<file path="src/rtl/store_buffer.sv">
// Store path to data memory: aligns sw/sh/sb requests into word address, lane-replicated
// data and byte enables, queues legal stores in a 2-entry FIFO, flags misaligned ones.
module store_buffer #(
  parameter int DEPTH = 2
) (
  input  logic        clk,
  input  logic        reset,
  input  logic        req_valid,
  output logic        req_ready,
  input  logic [31:0] req_addr,
  input  logic [31:0] req_data,
  input  logic [1:0]  req_op,
  output logic        m_valid,
  input  logic        m_ready,
  output logic [31:0] m_addr,
  output logic [31:0] m_wdata,
  output logic [3:0]  m_byteen,
  output logic [1:0]  pending,
  output logic        err,
  output logic [31:0] err_addr
);

  localparam logic [1:0] FULL = 2'(DEPTH);

  logic [29:0] addr_mem   [DEPTH];
  logic [31:0] wdata_mem  [DEPTH];
  logic [3:0]  byteen_mem [DEPTH];

  logic        rd_ptr_q, wr_ptr_q;
  logic [1:0]  count_q;
  logic        err_q;
  logic [31:0] err_addr_q;

  logic        accept, push, pop, legal;
  logic [3:0]  enc_be;
  logic [31:0] enc_wd;
  logic [1:0]  a;

  assign a         = req_addr[1:0];
  assign req_ready = (count_q != FULL);
  assign m_valid   = (count_q != 2'd0);
  assign accept    = req_valid && req_ready;
  assign push      = accept && legal;
  assign pop       = m_valid && m_ready;
  assign pending   = count_q;
  assign err       = err_q;
  assign err_addr  = err_addr_q;

  always_comb begin
    legal  = 1'b0;
    enc_be = '0;
    enc_wd = '0;
    case (req_op)
      2'b00: begin
        legal  = (a == 2'b00);
        enc_be = 4'b1111;
        enc_wd = req_data;
      end
      2'b01: begin
        legal  = ~a[0];
        enc_be = a[1] ? 4'b1100 : 4'b0011;
        enc_wd = {2{req_data[15:0]}};
      end
      2'b10: begin
        legal  = 1'b1;
        enc_be = 4'b0001 << a;
        enc_wd = {4{req_data[7:0]}};
      end
      default: legal = 1'b0;
    endcase
  end

  // Head outputs are forced to zero when empty so stale storage never leaks out.
  always_comb begin
    m_addr   = '0;
    m_wdata  = '0;
    m_byteen = '0;
    if (m_valid) begin
      m_addr   = {addr_mem[rd_ptr_q], 2'b00};
      m_wdata  = wdata_mem[rd_ptr_q];
      m_byteen = byteen_mem[rd_ptr_q];
    end
  end

  always_ff @(posedge clk) begin
    if (push && !reset) begin
      addr_mem[wr_ptr_q]   <= req_addr[31:2];
      wdata_mem[wr_ptr_q]  <= enc_wd;
      byteen_mem[wr_ptr_q] <= enc_be;
    end
  end

  always_ff @(posedge clk) begin
    if (reset) begin
      rd_ptr_q   <= 1'b0;
      wr_ptr_q   <= 1'b0;
      count_q    <= '0;
      err_q      <= 1'b0;
      err_addr_q <= '0;
    end else begin
      if (push) wr_ptr_q <= wr_ptr_q + 1'b1;
      if (pop)  rd_ptr_q <= rd_ptr_q + 1'b1;
      if (push && !pop)      count_q <= count_q + 2'd1;
      else if (pop && !push) count_q <= count_q - 2'd1;
      err_q <= accept && !legal;
      if (accept && !legal) err_addr_q <= req_addr;
    end
  end

endmodule

</file>
<file path="config.mk">
export PLATFORM = sky130hd
export DESIGN_NAME = store_buffer
export DESIGN_NICKNAME = d
export VERILOG_FILES = /design/src/rtl/store_buffer.sv
export SDC_FILE = /design/constraint.sdc
export NUM_CORES = 1
export LEC_CHECK = 0
export ABC_AREA = 1
export BUFFER_PORTS_ARGS = -buffer_cell sky130_fd_sc_hd__buf_2
export CAP_MARGIN = 20
export CORE_UTILIZATION = 45
export CTS_BUF_LIST = sky130_fd_sc_hd__clkbuf_2
export DETAILED_ROUTE_END_ITERATION = 12
export GPL_ROUTABILITY_DRIVEN = 0
export PLACE_DENSITY = 0.69
export SLEW_MARGIN = 20
export SYNTH_ARGS = -nofsm -noshare
export SYNTH_HDL_FRONTEND = slang
export SYNTH_SLANG_ARGS = --single-unit
</file>
<file path="constraint.sdc">
create_clock -name clk -period 6.5 [get_ports clk]
set_input_delay 1.3 -clock clk [delete_from_list [all_inputs] [get_ports clk]]
set_output_delay 1.3 -clock clk [all_outputs]
set_load 0.01 [all_outputs]
</file>
### Yosys cells after proc, flatten, opt, wreduce, memory -nomap -nowiden

Memory sizes are Yosys's and may differ from the RTL's. A register that Yosys moved wholly into a read port is not among the register bits.
Index checks and enable logic that the tools add are counted.

| storage, ports and cells | value |
|---|---|
| memories | 3 |
| register bits | 37 |
| word-level logic and storage cells | 49 |
| input bits | 70 |
| ROM bits | 0 |
| output and inout bits | 105 |
| bits in latches | 0 |
| memory bits (writable) | 132 |

Memories:

| memory | depth | bits a word | rd ports | clocked after memory_dff | write ports | RTL line | text |
|---|---|---|---|---|---|---|---|
| wdata_mem | 2 | 32 | 1 | 1 | 1 | 26 | `logic [31:0] wdata_mem [DEPTH];` |
| addr_mem | 2 | 30 | 1 | 1 | 1 | 25 | `logic [29:0] addr_mem [DEPTH];` |
| byteen_mem | 2 | 4 | 1 | 1 | 1 | 27 | `logic [3:0] byteen_mem [DEPTH];` |

| operators by class | value |
|---|---|
| muxes and demuxes | 17 |
| div/mod/pow operators | 0 |
| reductions and logical operators | 15 |
| $add $sub $neg | 4 |
| shifts and indexed selects | 1 |
| magnitude comparators | 0 |
| $mul | 0 |
| bitwise gates (word level) | 1 |
| equality and inequality tests | 3 |

Operators with widths:

| operator | count |
|---|---|
| $pmux 32 s3 | 1 |
| $mux 32 | 2 |
| $pmux 4 s3 | 1 |
| $mux 1 | 8 |
| $mux 4 | 2 |
| $logic_and 1x1->1 | 7 |
| $logic_not 1->1 | 4 |
| $logic_not 2->1 | 2 |
| $mux 2 | 2 |
| $reduce_bool 2->1 | 2 |
| $shl 1x2->4 const A | 1 |
| $pmux 1 s3 | 1 |
| $add 1x1->1 const B | 2 |
| $add 2x1->2 const B | 1 |
| $eq 2x1->1 const B | 1 |
| $eq 2x2->1 const B | 1 |
| $ne 2x2->1 const B | 1 |
| $sub 2x1->2 const B | 1 |
| $not 1->1 | 1 |

### Logic depth before layout (Yosys ltp)

| depth | value |
|---|---|
| depth after elaboration | 7 |
| mapped depth | 11 |
| depth with buffers taken out | 11 |

### Worst setup path after synthesis

Ideal clock, no wire load.

| timing path | value |
|---|---|
| path kind | input to register |
| from | input port req_valid |
| to | memory addr_mem[1][0] (enable) |
| path buffers | 1 |
| stages | 5 |
| required time | 6.009 ns |
| data arrival time | 4.583 ns |
| path slack | 1.425 ns |
| cell sequence | nand2_1 > inv_1 > buf_2 > nand2_1 > nor2_1 |

| between the ends | value |
|---|---|
| longest elaborated chain between the ends | 5 |

Ends and longest elaborated chain:

| item | RTL line | text |
|---|---|---|
| from (decl) | 8 | `input logic req_valid,` |
| $logic_and 1x1->1 | 42 | `assign accept = req_valid && req_ready;` |
| $logic_and 1x1->1 | 43 | `assign push = accept && legal;` |
| $logic_and 1x1->1 | 86 | `if (push && !reset) begin` |
| $mux 1 | 86 |  |
| $mux 1 (implied by the code) | 87 | `addr_mem[wr_ptr_q] <= req_addr[31:2];` |
| to (decl) | 25 |  |

Every way passes these cells.

==> impl_metrics.env <==
export IMPL_status="completed"
export IMPL_dr_max_layer_used="met4"
export IMPL_grt_usage=0.212
export IMPL_met2_length_um=7980
export IMPL_yosysTopAreaCellShare=0.569
export IMPL_first_iter_violations=410
export IMPL_cp_end_kind="output pin"
export IMPL_fin_crit_sh=0.593
export IMPL_min_path_cells=2
export IMPL_root_buffer="clkbuf_2"
export IMPL_maxSlewViolCount=0
export IMPL_worstHoldStart="rd_ptr_q"
export IMPL_io_buffer_count=172
export IMPL_drive_above_1_share=0.254
export IMPL_synth_seq_cells=170
export IMPL_gr_total_overflow=0
export IMPL_fin_nets=928
export IMPL_cts_resized=0
export IMPL_ys_warn_count=0
export IMPL_synthTopCellsByArea="edfxtp_1, nand2_1, dfxtp_1"
export IMPL_wl_met1_um=6950
export IMPL_mostFrequentLayoutCells="nand2_1, buf_2, edfxtp_1"
export IMPL_cts_buffer_depth=2
export IMPL_min_period_ns=3.85
export IMPL_dieHeight_um=126
export IMPL_postCtsHoldBufs=0
export IMPL_avgViaCountPerCell=4.95
export IMPL_hp_class="reg2reg"
export IMPL_leakage_nw=3.59
export IMPL_slew_headroom=0.308
export IMPL_grt_setup_unrepaired="no"
export IMPL_antenna_left=0
export IMPL_cts_tree="built"
export IMPL_layout_commonest_cell="nand2_1"
export IMPL_syn_inst=696
export IMPL_setup_viol=0
export IMPL_crit_type="reg2out"
export IMPL_ir_drop_mv=0.174
export IMPL_max_cap_violations=0
export IMPL_r2r_slack_ns=3.77
export IMPL_cts_max_level=4
export IMPL_wl_met3_um=1090
export IMPL_start_kind="flip-flop"
export IMPL_reg2reg_to="addr_mem[1][22]"
export IMPL_wl_per_cell_um=15.5
export IMPL_placed_cell_area_um2=7940
export IMPL_avgSynthCellArea_um2=10.0
export IMPL_finalClockSkew_ns=0.0315
export IMPL_cts_sinks=170
export IMPL_route_detailed_drc=0
export IMPL_final_area_um2=8170
export IMPL_first_pass_iters=5
export IMPL_grt_pass1_wl_um=25700
export IMPL_cp_required_ns=5.20
export IMPL_clk_latency_ns=0.74
export IMPL_cts_made_buffers=17
export IMPL_yosysTopAreaCell="edfxtp_1"
export IMPL_start_util=0.460
export IMPL_min_to="rd_ptr_q"
export IMPL_grt_max_degree=67
export IMPL_die_area_um2=16000
export IMPL_tightest_slew_ns=1.03
export IMPL_critPathMaxFanout=40
export IMPL_crit_arrival_ns=2.55
export IMPL_finalSetupTns_ns=0
export IMPL_area_growth_pct=17.3
export IMPL_yosysUniqueCellTypes=23
export IMPL_dp_hpwl_um=10900
export IMPL_antenna_found_initial=2
export IMPL_rows=45
export IMPL_seq_area_frac_synth=0.678
export IMPL_power_density_nw_per_um2=308
export IMPL_postCtsSetupBuffers=0
export IMPL_vias=5250
export IMPL_wirelength_um=16500
export IMPL_fmax_ghz=0.259
export IMPL_die_w_um=126
export IMPL_boundaryPins=175
export IMPL_finalHoldViolCount=0
export IMPL_worst_r2r_cell_count=7
export IMPL_netlist_area_um2=6960
export IMPL_grt_pass1_vias=4956
export IMPL_r2r_start="pending[0]"
export IMPL_design_core_area_um2=15100
export IMPL_path_clk_slew_ns=0.23
flip-flops by register name (all words and copies together) (netlist names), named ones only:
signal and count:
pending 2, wdata_mem 64, byteen_mem 8, wr_ptr_q 1, err_addr 32, err 1
rd_ptr_q 1, addr_mem 60
synthesized netlist by cell type (all sizes together):
library cell  count
or2               1
clkbuf            9
inv              60
edfxtp          132
o211ai            8
o21ai            21
ha                1
clkinv            1
dfxtp            38
conb              1
nor3              1
buf              28
nand2           206
nor2             82
nand3            32
a21oi            75
layer usage:
metal / up-vias / track usage
met3: 33 / 0.0540
met2: 164 / 0.346
li1: 2616 / -
met4: 0 / 0.0978
met1: 2437 / 0.266
met5: - / 0
critical path, cell delays in order (launching register included):
cell     delay [ns]
dfxtp_2        0.38
inv_2          0.55
buf_4          0.42
nand2_1        0.09
a21oi_1        0.21
buf_2          0.18
cell families (layout without fill, tap and decap cells):
group	count (synthesis)	count (layout)	share of synthesized area
fa+ha+maj	1	1	0.00180
simple gates	322	322	0.183
compound gates	104	104	0.0776
flops	170	170	0.678
buf+inv	98	271	0.0586
other cells	1	4	0.000538
cell type report:
cell class / count / area (µm²)
repair buffers: 178 / 913
clock inverters: 15 / 126
fillers: 1390 / 6980
diodes: 2 / 5.00
inverters: 61 / 229
multi-input cells: 429 / 1850
flip-flops and latches: 170 / 4730
clock buffers: 17 / 85.1
well taps: 188 / 235
how the worst max path moves through the flow:
stage	startpoint	slack [ns]	cells past startpoint	to
finish	flip-flop	2.65	5	m_addr[3]
global route	flip-flop	2.39	5	m_addr[2]
CTS	flip-flop	2.55	5	m_addr[4]
detailed placement	req_op[1]	2.25	8	wdata_mem[0][10]
global placement	req_op[1]	2.30	8	wdata_mem[0][10]
floorplan	req_valid	1.43	5	addr_mem[1][0]
metrics by stage:
stage / power [mW] / hold slack [ns] / worst slack [ns] / instances / utilization
floorplan: 1.73 / 0.448 / 1.43 / 697 / -
global placement: 2.04 / 0.454 / 2.30 / 1025 / 0.524
detailed placement: 2.04 / 0.462 / 2.25 / 1025 / 0.524
CTS: 2.53 / 0.491 / 2.55 / 1057 / 0.538
global route: 2.65 / 0.527 / 2.39 / 1060 / 0.539
finish: 2.52 / 0.492 / 2.65 / 1060 / 0.539
power by group:
group	internal [mW]	switching [mW]	leakage [nW]
sequential	1.24	0.0274	1.52
combinational	0.240	0.503	1.95
clock	0.137	0.366	0.122
(Power assumes the default switching activity.)
